File: config.mk
export PLATFORM = sky130hd
export DESIGN_NAME = irq_scheduler
export DESIGN_NICKNAME = d
export VERILOG_FILES = /design/src/rtl/irq_scheduler_pkg.sv /design/src/rtl/irq_scheduler_edge.sv /design/src/rtl/irq_scheduler.sv
export SDC_FILE = /design/constraint.sdc
export NUM_CORES = 1
export LEC_CHECK = 0
export CAP_MARGIN = 20
export CORE_MARGIN = 2
export CORE_UTILIZATION = 46
export CTS_CLUSTER_DIAMETER = 60
export DETAILED_ROUTE_END_ITERATION = 6
export HOLD_SLACK_MARGIN = 0.02
export PLACE_DENSITY_LB_ADDON = 0.05
export SLEW_MARGIN = 20
export SYNTH_ARGS = -nofsm -noshare
export SYNTH_HDL_FRONTEND = slang
export SYNTH_SLANG_ARGS = --single-unit
File: constraint.sdc
create_clock -name reloj -period 1.8 [get_ports reloj]
set_input_delay 0.36 -clock reloj [delete_from_list [all_inputs] [get_ports reloj]]
set_output_delay 0.36 -clock reloj [all_outputs]
set_load 0.05 [all_outputs]
File: src/rtl/irq_scheduler_pkg.sv
// Shared definitions for the interrupt scheduler: port map, source indices,
// controller states and the fixed-priority cause encoder.
package irq_scheduler_pkg;

    localparam logic [7:0] PORT_CAUSE_DEF = 8'h10;
    localparam logic [7:0] PORT_DATA_DEF  = 8'h11;
    localparam logic [7:0] PORT_MASK_DEF  = 8'h12;
    localparam logic [7:0] PORT_EOI_DEF   = 8'h13;

    localparam int unsigned NUM_SRC    = 3;
    localparam int unsigned SRC_TEC    = 0;
    localparam int unsigned SRC_CRONO  = 1;
    localparam int unsigned SRC_ALARMA = 2;

    typedef enum logic [1:0] {
        ST_IDLE    = 2'd0,
        ST_REQ     = 2'd1,
        ST_SERVICE = 2'd2
    } state_t;

    // Alarm beats chronometer beats keyboard.
    function automatic logic [NUM_SRC-1:0] pick_cause(input logic [NUM_SRC-1:0] elig);
        logic [NUM_SRC-1:0] one_hot;
        one_hot = '0;
        if (elig[SRC_ALARMA])     one_hot[SRC_ALARMA] = 1'b1;
        else if (elig[SRC_CRONO]) one_hot[SRC_CRONO]  = 1'b1;
        else if (elig[SRC_TEC])   one_hot[SRC_TEC]    = 1'b1;
        return one_hot;
    endfunction

endpackage

File: src/rtl/irq_scheduler_edge.sv
// Per-source rising-edge detector: registers the source and flags cur & ~prev,
// ignoring any level already present when reset is released.
module irq_edge (
    input  logic clk,
    input  logic rst,
    input  logic src,
    output logic rise
);

    logic       cur;
    logic       prev;
    logic [1:0] primed;

    always_ff @(posedge clk or posedge rst) begin
        if (rst) begin
            cur    <= 1'b0;
            prev   <= 1'b0;
            primed <= '0;
        end else begin
            cur    <= src;
            prev   <= cur;
            primed <= {primed[0], 1'b1};
        end
    end

    // Only after two post-reset samples does prev hold a genuine low observation.
    assign rise = cur & ~prev & primed[1];

endmodule

File: src/rtl/irq_scheduler.sv
// Three-source interrupt scheduler with pending/mask registers, keyboard byte
// latch with overrun flag, and an IDLE/REQ/SERVICE handshake to the processor.
module irq_scheduler
    import irq_scheduler_pkg::*;
#(
    parameter logic [7:0] PORT_CAUSE = PORT_CAUSE_DEF,
    parameter logic [7:0] PORT_DATA  = PORT_DATA_DEF,
    parameter logic [7:0] PORT_MASK  = PORT_MASK_DEF,
    parameter logic [7:0] PORT_EOI   = PORT_EOI_DEF
) (
    input  logic       reloj,
    input  logic       reset,
    input  logic       irq_teclado,
    input  logic       irq_crono,
    input  logic       irq_alarma,
    input  logic [7:0] dato_tec,
    input  logic [7:0] port_id,
    input  logic       write_strobe,
    input  logic       read_strobe,
    input  logic [7:0] out_port,
    input  logic       interrupt_ack,
    output logic       interrupt,
    output logic [7:0] in_port
);

    logic [NUM_SRC-1:0] src;
    logic [NUM_SRC-1:0] edge_det;
    logic [NUM_SRC-1:0] pending;
    logic [NUM_SRC-1:0] mask;
    logic [NUM_SRC-1:0] cause;
    logic [NUM_SRC-1:0] cause_n;
    logic [NUM_SRC-1:0] eoi_clr;
    logic [7:0]         dato_q;
    logic [7:0]         data_reg;
    logic               overrun;
    logic               interrupt_n;
    logic               wr_eoi;
    logic               wr_mask;
    logic               rd_data;
    logic               unused_out_hi;
    state_t             state;
    state_t             state_n;

    assign src = {irq_alarma, irq_crono, irq_teclado};

    for (genvar g = 0; g < NUM_SRC; g++) begin : g_edge
        irq_edge u_edge (
            .clk  (reloj),
            .rst  (reset),
            .src  (src[g]),
            .rise (edge_det[g])
        );
    end

    assign wr_eoi        = write_strobe && (port_id == PORT_EOI);
    assign wr_mask       = write_strobe && (port_id == PORT_MASK);
    assign rd_data       = read_strobe && (port_id == PORT_DATA);
    assign eoi_clr       = wr_eoi ? out_port[NUM_SRC-1:0] : '0;
    assign unused_out_hi = ^out_port[7:NUM_SRC];

    // The byte is delayed one cycle so it lines up with the registered edge.
    always_ff @(posedge reloj or posedge reset) begin
        if (reset) begin
            pending  <= '0;
            mask     <= '1;
            dato_q   <= '0;
            data_reg <= '0;
            overrun  <= 1'b0;
        end else begin
            pending <= (pending & ~eoi_clr) | edge_det;
            dato_q  <= dato_tec;
            if (wr_mask)
                mask <= out_port[NUM_SRC-1:0];
            if (edge_det[SRC_TEC])
                data_reg <= dato_q;
            if (edge_det[SRC_TEC] && pending[SRC_TEC])
                overrun <= 1'b1;
            else if (rd_data)
                overrun <= 1'b0;
        end
    end

    always_ff @(posedge reloj or posedge reset) begin
        if (reset) begin
            state     <= ST_IDLE;
            cause     <= '0;
            interrupt <= 1'b0;
        end else begin
            state     <= state_n;
            cause     <= cause_n;
            interrupt <= interrupt_n;
        end
    end

    always_comb begin
        state_n     = state;
        cause_n     = cause;
        interrupt_n = interrupt;
        case (state)
            ST_IDLE: begin
                if ((pending & mask) != '0) begin
                    state_n     = ST_REQ;
                    cause_n     = pick_cause(pending & mask);
                    interrupt_n = 1'b1;
                end
            end
            ST_REQ: begin
                if (interrupt_ack) begin
                    state_n     = ST_SERVICE;
                    interrupt_n = 1'b0;
                end
            end
            ST_SERVICE: begin
                if (wr_eoi)
                    state_n = ST_IDLE;
            end
            default: begin
                state_n     = ST_IDLE;
                interrupt_n = 1'b0;
            end
        endcase
    end

    always_comb begin
        in_port = '0;
        if (port_id == PORT_CAUSE)
            in_port = {overrun, 4'b0000, cause};
        else if (port_id == PORT_DATA)
            in_port = data_reg;
        else if (port_id == PORT_MASK)
            in_port = {5'b00000, mask};
    end

endmodule

==> results.sh <==
export IMPL_die_area_um2=3670
export IMPL_hold_class="register to register"
export IMPL_layout_cells_most_common_list="dfrtp_1 (34), clkdlybuf4s50_1 (18), buf_4 (16)"
export IMPL_antenna_found_initial=0
export IMPL_min_delay_start="g_edge[1].u_edge.primed[0]"
export IMPL_final_core_util_pct=70.9
export IMPL_timing_setup_tns_ns=0
export IMPL_synth_top_area_cell="dfrtp_1"
export IMPL_p_clk_share_pct=29.2
export IMPL_worst_ep_arrival_time_ns=1.38
export IMPL_slew_viol_final=0
export IMPL_rows=20
export IMPL_grt_util_all_layers_pct=18.8
export IMPL_synth_cell_types=31
export IMPL_internal_power_mw=1.48
export IMPL_worstReg2RegStart="pending[0]"
export IMPL_grt_met3_usage_pct=6.40
export IMPL_via_count=1090
export IMPL_cts_buffers=5
export IMPL_layout_commonest_cell="dfrtp_1"
export IMPL_status="finished clean"
export IMPL_fmax_mhz=575
export IMPL_postCtsHoldBufs=0
export IMPL_cellPowerDensity_nw_per_um2=925
export IMPL_endpoint_kind="primary output"
export IMPL_portBuffers=35
export IMPL_placed_area_um2=2030
export IMPL_grt_use_met1_pct=22.5
export IMPL_hold_violations=0
export IMPL_fillers=231
export IMPL_relSlewSlack_pct=65.3
export IMPL_io_pins=41
export IMPL_cts_tree="done"
export IMPL_cts_max_level=2
export IMPL_hpwlAfterDp_um=2190
export IMPL_finClkSkew_ns=0.00819
export IMPL_grt_overflow=0
export IMPL_grt_pass1_wl_um=4870
export IMPL_p_leak_nw=0.956
export IMPL_synth_top_area_share_pct=57.7
export IMPL_p_sw_share_pct=26.3
export IMPL_drv_cap=0
export IMPL_area_growth_pct=46.9
export IMPL_cts_sinks=37
export IMPL_tightestPinTransition_ns=0.518
export IMPL_p_sw_uw=527
export IMPL_synth_fp_nets=144
export IMPL_critPathMaxFanout=4
export IMPL_seq_area_um2=930
export IMPL_nets=198
export IMPL_clkSlewWorstSetupHoldPaths_ns=0.10
export IMPL_worstPathRequired_ns=1.44
export IMPL_grt_busiest_layer="met2"
export IMPL_design_area_um2=2160
export IMPL_comb_power_share_pct=20.0
export IMPL_cts_buffer_depth=2
export IMPL_clock_latency_ns=0.33
export IMPL_cts_root_buffer="clkbuf_4"
export IMPL_drive_gt1_share_pct=38.3
export IMPL_drc=0
export IMPL_cp_start_kind="primary input"
export IMPL_synthTopCellsByArea="dfrtp_1 (58%), mux2_2 (9.2%), dfstp_2 (5.3%)"
export IMPL_die_w_um=60.6
export IMPL_drtIter0Drc=21
export IMPL_grt_util_met2_pct=31.3
export IMPL_grt_pass1_vias=1067
export IMPL_start_util_pct=48.3
export IMPL_min_period_over_period_pct=96.5
export IMPL_syn_area_per_cell_um2=13.2
export IMPL_synth_edff_count=0
export IMPL_crit_start="port_id[7]"
export IMPL_path_class="primary input to primary output"
export IMPL_antenna_cells=0
export IMPL_syn_area_um2=1470
export IMPL_async_flop_share_pct=100
export IMPL_pwr_share_seq_pct=50.8
export IMPL_ant_nets=0
export IMPL_setup_viol=0
export IMPL_wl_um=3100
export IMPL_fin_crit_ns=1.74
export IMPL_place_congestion=0.862
export IMPL_avgViaCountPerCell=5.17
export IMPL_core_area_um2=3050
export IMPL_ys_flop_type="dfrtp_1"
export IMPL_wl_per_cell_um=14.7
export IMPL_ir_worst_vdd_v=0.000595
export IMPL_ys_seq_area_share_pct=63.1
export IMPL_dr_pass1_iters=4
export IMPL_multi_input_area_um2=563
export IMPL_grt_max_degree=38
export IMPL_yosys_warnings=0
export IMPL_ys_seq_elements=37
export IMPL_synth_cells=112
export IMPL_die_h_um=60.6
[critical path, cell delays in order]
cell	delay [ns]
buf_2	0.12
nor4b_4	0.34
and3_4	0.28
and2_4	0.15
buf_12	0.13
[layout make-up]
cell class	instances	share of cell area (%)
flip-flops and latches	37	42.9
clock buffers	7	2.54
well taps	44	2.54
clock inverters	1	1.39
inverters	4	0.694
repair buffers	50	23.9
multi-input cells	68	26.0
[logic make-up (layout without fill, tap and decap cells)]
group                  after synthesis  in the layout  share of synthesized area (%)
multiplexers                        16             16                           11.9
AO/OA/AOI/OAI                       17             17                           9.00
other                                1              1                          0.254
AND/OR/NAND/NOR                     34             34                           13.8
buffers and inverters                7             62                           1.95
flip-flops                          37             37                           63.1
[timing repair]
action,4_1_cts,5_1_grt
pin swaps,5,5
setup buffers,3,1
endpoints found under the setup margin,8,8
gates resized for setup,26,7
[stage by stage]
stage	worst slack [ns]	hold slack (ns)	power, mW	instances
after floorplan	-0.0858	0.331	1.25	112
after global placement	-0.348	0.335	1.40	199
after detailed placement	-0.365	0.349	1.42	199
after CTS	0.0133	0.373	2.01	210
after global routing	-0.00542	0.388	2.10	211
final	0.0623	0.367	2.00	211
[synth_stat cells, types with 3 or more instances]
master      n
dfrtp_1    34
mux2_2     12
nand2_1     8
nor2_1      6
and2_1      5
nand4_1     5
inv_1       4
mux2i_1     4
a2bb2oi_1   3
dfstp_2     3
o41ai_1     3
[final timing paths]
path                                                    to  slack, ns  depth (start not counted)
max in group asynchronous                          mask[0]       1.04                          3
worst min-delay path            g_edge[0].u_edge.primed[1]       0.37                          0
worst max register to register                    cause[1]       0.14                          3
min in group asynchronous                         cause[0]       0.43                          3
worst min register to register  g_edge[0].u_edge.primed[1]       0.37                          0
worst max-delay path                            in_port[5]       0.06                          5
[routing by layer]
metal	wire, um	vias to the layer above
met3	243	7
met2	1630	52
li1	-	516
met4	36	0
met5	0	-
met1	1190	515
[power by group through the flow]
stage | Sequential, mW | Clock [mW] | Combinational [mW]
floorplan | 1.05 | 0 | 0.201
global placement | 1.02 | 0 | 0.372
detailed placement | 1.03 | 0 | 0.386
CTS | 1.02 | 0.602 | 0.389
global route | 1.03 | 0.638 | 0.432
finish | 1.02 | 0.585 | 0.400
No activity file was read; power rests on OpenSTA's default activity.
==> RTL change: new RTL, same flow settings <==
Register the inputs `irq_teclado`, `irq_crono` and `irq_alarma` before use. The logic sees them one clock later. The other inputs are not delayed to match.
--- a/src/rtl/irq_scheduler.sv
+++ b/src/rtl/irq_scheduler.sv
@@ -24,4 +24,14 @@
 );
 
+    logic irq_teclado_q;
+    logic irq_crono_q;
+    logic irq_alarma_q;
+
+    always_ff @(posedge reloj) begin
+        irq_teclado_q <= irq_teclado;
+        irq_crono_q   <= irq_crono;
+        irq_alarma_q  <= irq_alarma;
+    end
+
     logic [NUM_SRC-1:0] src;
     logic [NUM_SRC-1:0] edge_det;
@@ -42,5 +52,5 @@
     state_t             state_n;
 
-    assign src = {irq_alarma, irq_crono, irq_teclado};
+    assign src = {irq_alarma_q, irq_crono_q, irq_teclado_q};
 
     for (genvar g = 0; g < NUM_SRC; g++) begin : g_edge
Behaviour: not the same (a bounded check fails within 4 cycles, from zero or initial values and one cycle with reset high).
==> RTL change against the original RTL <==
  * The run now ends with negative setup slack left
  * Clock skew is 0.0017 ns lower
  * Synthesized cell count rose by 3.6%
  * First-iteration DRC count up 110%
  * Cell area increased by 4.9%
  * Critical path depth fell by 1
  * Sequential cell count is 3 higher
  * Global-route usage fell by 1.2 points
  * Synthesized area increased by 4.4%
  * Worst setup slack worse by 0.13 ns
  * Maximum frequency is 7.0% lower
  * Wire length fell by 5.0%
  * Power up 1.1%
  * Critical endpoint is now in_port[2]
  * Largest cell class unchanged
  * Largest power group unchanged
==> RTL change: results <==
set metrics [dict create \
    status "complete, but fails checks" \
    failed_checks "negative setup slack" \
    synth_area_leaders "dfrtp_1, mux2_2, dfstp_2, dfxtp_1, mux2i_1" \
    ir_worst_vdd_uv 597 \
    wl_per_cell_um 13.6 \
    dp_cells 202 \
    synth_compound_area_share_pct 8.78 \
    drive_gt1_share_pct 39.4 \
    fin_ws_ns -0.0693 \
    avgViaCountPerCell 5.06 \
    buffers 48 \
    hold_ws_ns 0.336 \
    worst-r2r-setup-slack_ns 0.39 \
    grt_pass1_wl_um 4710 \
    grtUsageTotal_pct 17.6 \
    place_area_mm2 0.00207 \
    gr-usage-met2_pct 29.0 \
    leakage_nw 0.993 \
    crit_fanout 2 \
    synth_fa_ha_area_share_pct 0 \
    min_from "irq_alarma_q" \
    path_clk_slew_ns 0.12 \
    place.gp.congestion 0.772 \
    drt_iter0_markers 45 \
    clock-skew-final_ns 0.00647 \
    p_sw_mw 0.518 \
    met1Wirelength_um 1280 \
    place_ws_ns -0.414 \
    buf_share_pct 22.6 \
    clkbuf_count 5 \
    synth-seq-cells 40 \
    multi_input_area_um2 616 \
    seq_area_frac_synth_pct 64.3 \
    met1_usage_pct 21.1 \
    clk_share_pct 3.53 \
    num_vias 1094 \
    arrival_ns 1.51 \
    seq_area_share_pct 43.6 \
    synthDistinctLibCells 32 \
    min_to "g_edge[2].u_edge.cur" \
    nFillCells 251 \
    timing.rr.start "mask[2]" \
    setup_viol 3 \
    synth_mux_area_share_pct 10.7 \
    wl_met2_um 1430 \
    synth_nets 148 \
    wl_met3_um 173 \
    grtUsageMet3_pct 5.80 \
    reg2reg_depth 5 \
    dp_hpwl_um 2030 \
    multiInputCombCellCount 70 \
    yosys-top-cells-count "dfrtp_1, mux2_2, nand2_1" \
    async_flop_share_pct 92.5 \
    postSynthCellCount 116 \
]
==> RTL change: changes by cell type after synthesis, sizes merged, moves of 3 or more <==
cell / delta
a21o: +3
a21oi: +4
a2bb2oi: -3
and2: -4
and3: +4
dfxtp: +3
o41ai: -3
or2: +3
==> RTL change: power by group through the flow <==
stage / clock (mW) / sequential, mW / combinational, mW
5_1_grt: 0.640 / 1.11 / 0.400
4_1_cts: 0.592 / 1.09 / 0.361
3_5_place_dp: 0 / 1.11 / 0.334
6_report: 0.571 / 1.09 / 0.361
2_1_floorplan: 0 / 1.11 / 0.194
3_3_place_gp: 0 / 1.11 / 0.326
==> RTL change: what timing repair did <==
item | CTS | global route
pin swaps | 11 | 5
buffers inserted | 5 | 1
setup endpoints to repair | 8 | 8
resized for setup | 37 | 4
==> RTL change: worst max-delay path: stages, from the launching register on <==
cell and delay, ns:
dfstp_2 0.56, mux2i_1 0.07, or2_4 0.24, a21oi_4 0.15
buf_12 0.15
==> RTL change: worst max-delay path by stage <==
stage	from	to	depth (start not counted)
floorplan	port_id[3]	in_port[0]	3
detailed placement	port_id[3]	in_port[2]	5
global placement	port_id[3]	in_port[4]	5
finish	mask[2]	in_port[2]	4
CTS	mask[2]	in_port[2]	4
global route	mask[0]	in_port[0]	4
==> RTL change: per-stage QoR <==
step / TNS, ns / util (%) / total power, mW
after global placement: -3.13 / 63.1 / 1.43
after detailed placement: -3.31 / 63.1 / 1.44
final: -0.195 / 69.1 / 2.02
after floorplan: -0.954 / - / 1.31
after global routing: -0.541 / 69.1 / 2.15
after CTS: -0.319 / 68.6 / 2.04
==> RTL change: cells by family after synthesis <==
family,after synthesis
compound gates,20
mux,15
buf+inv,6
other cells,1
flops,40
simple gates,34
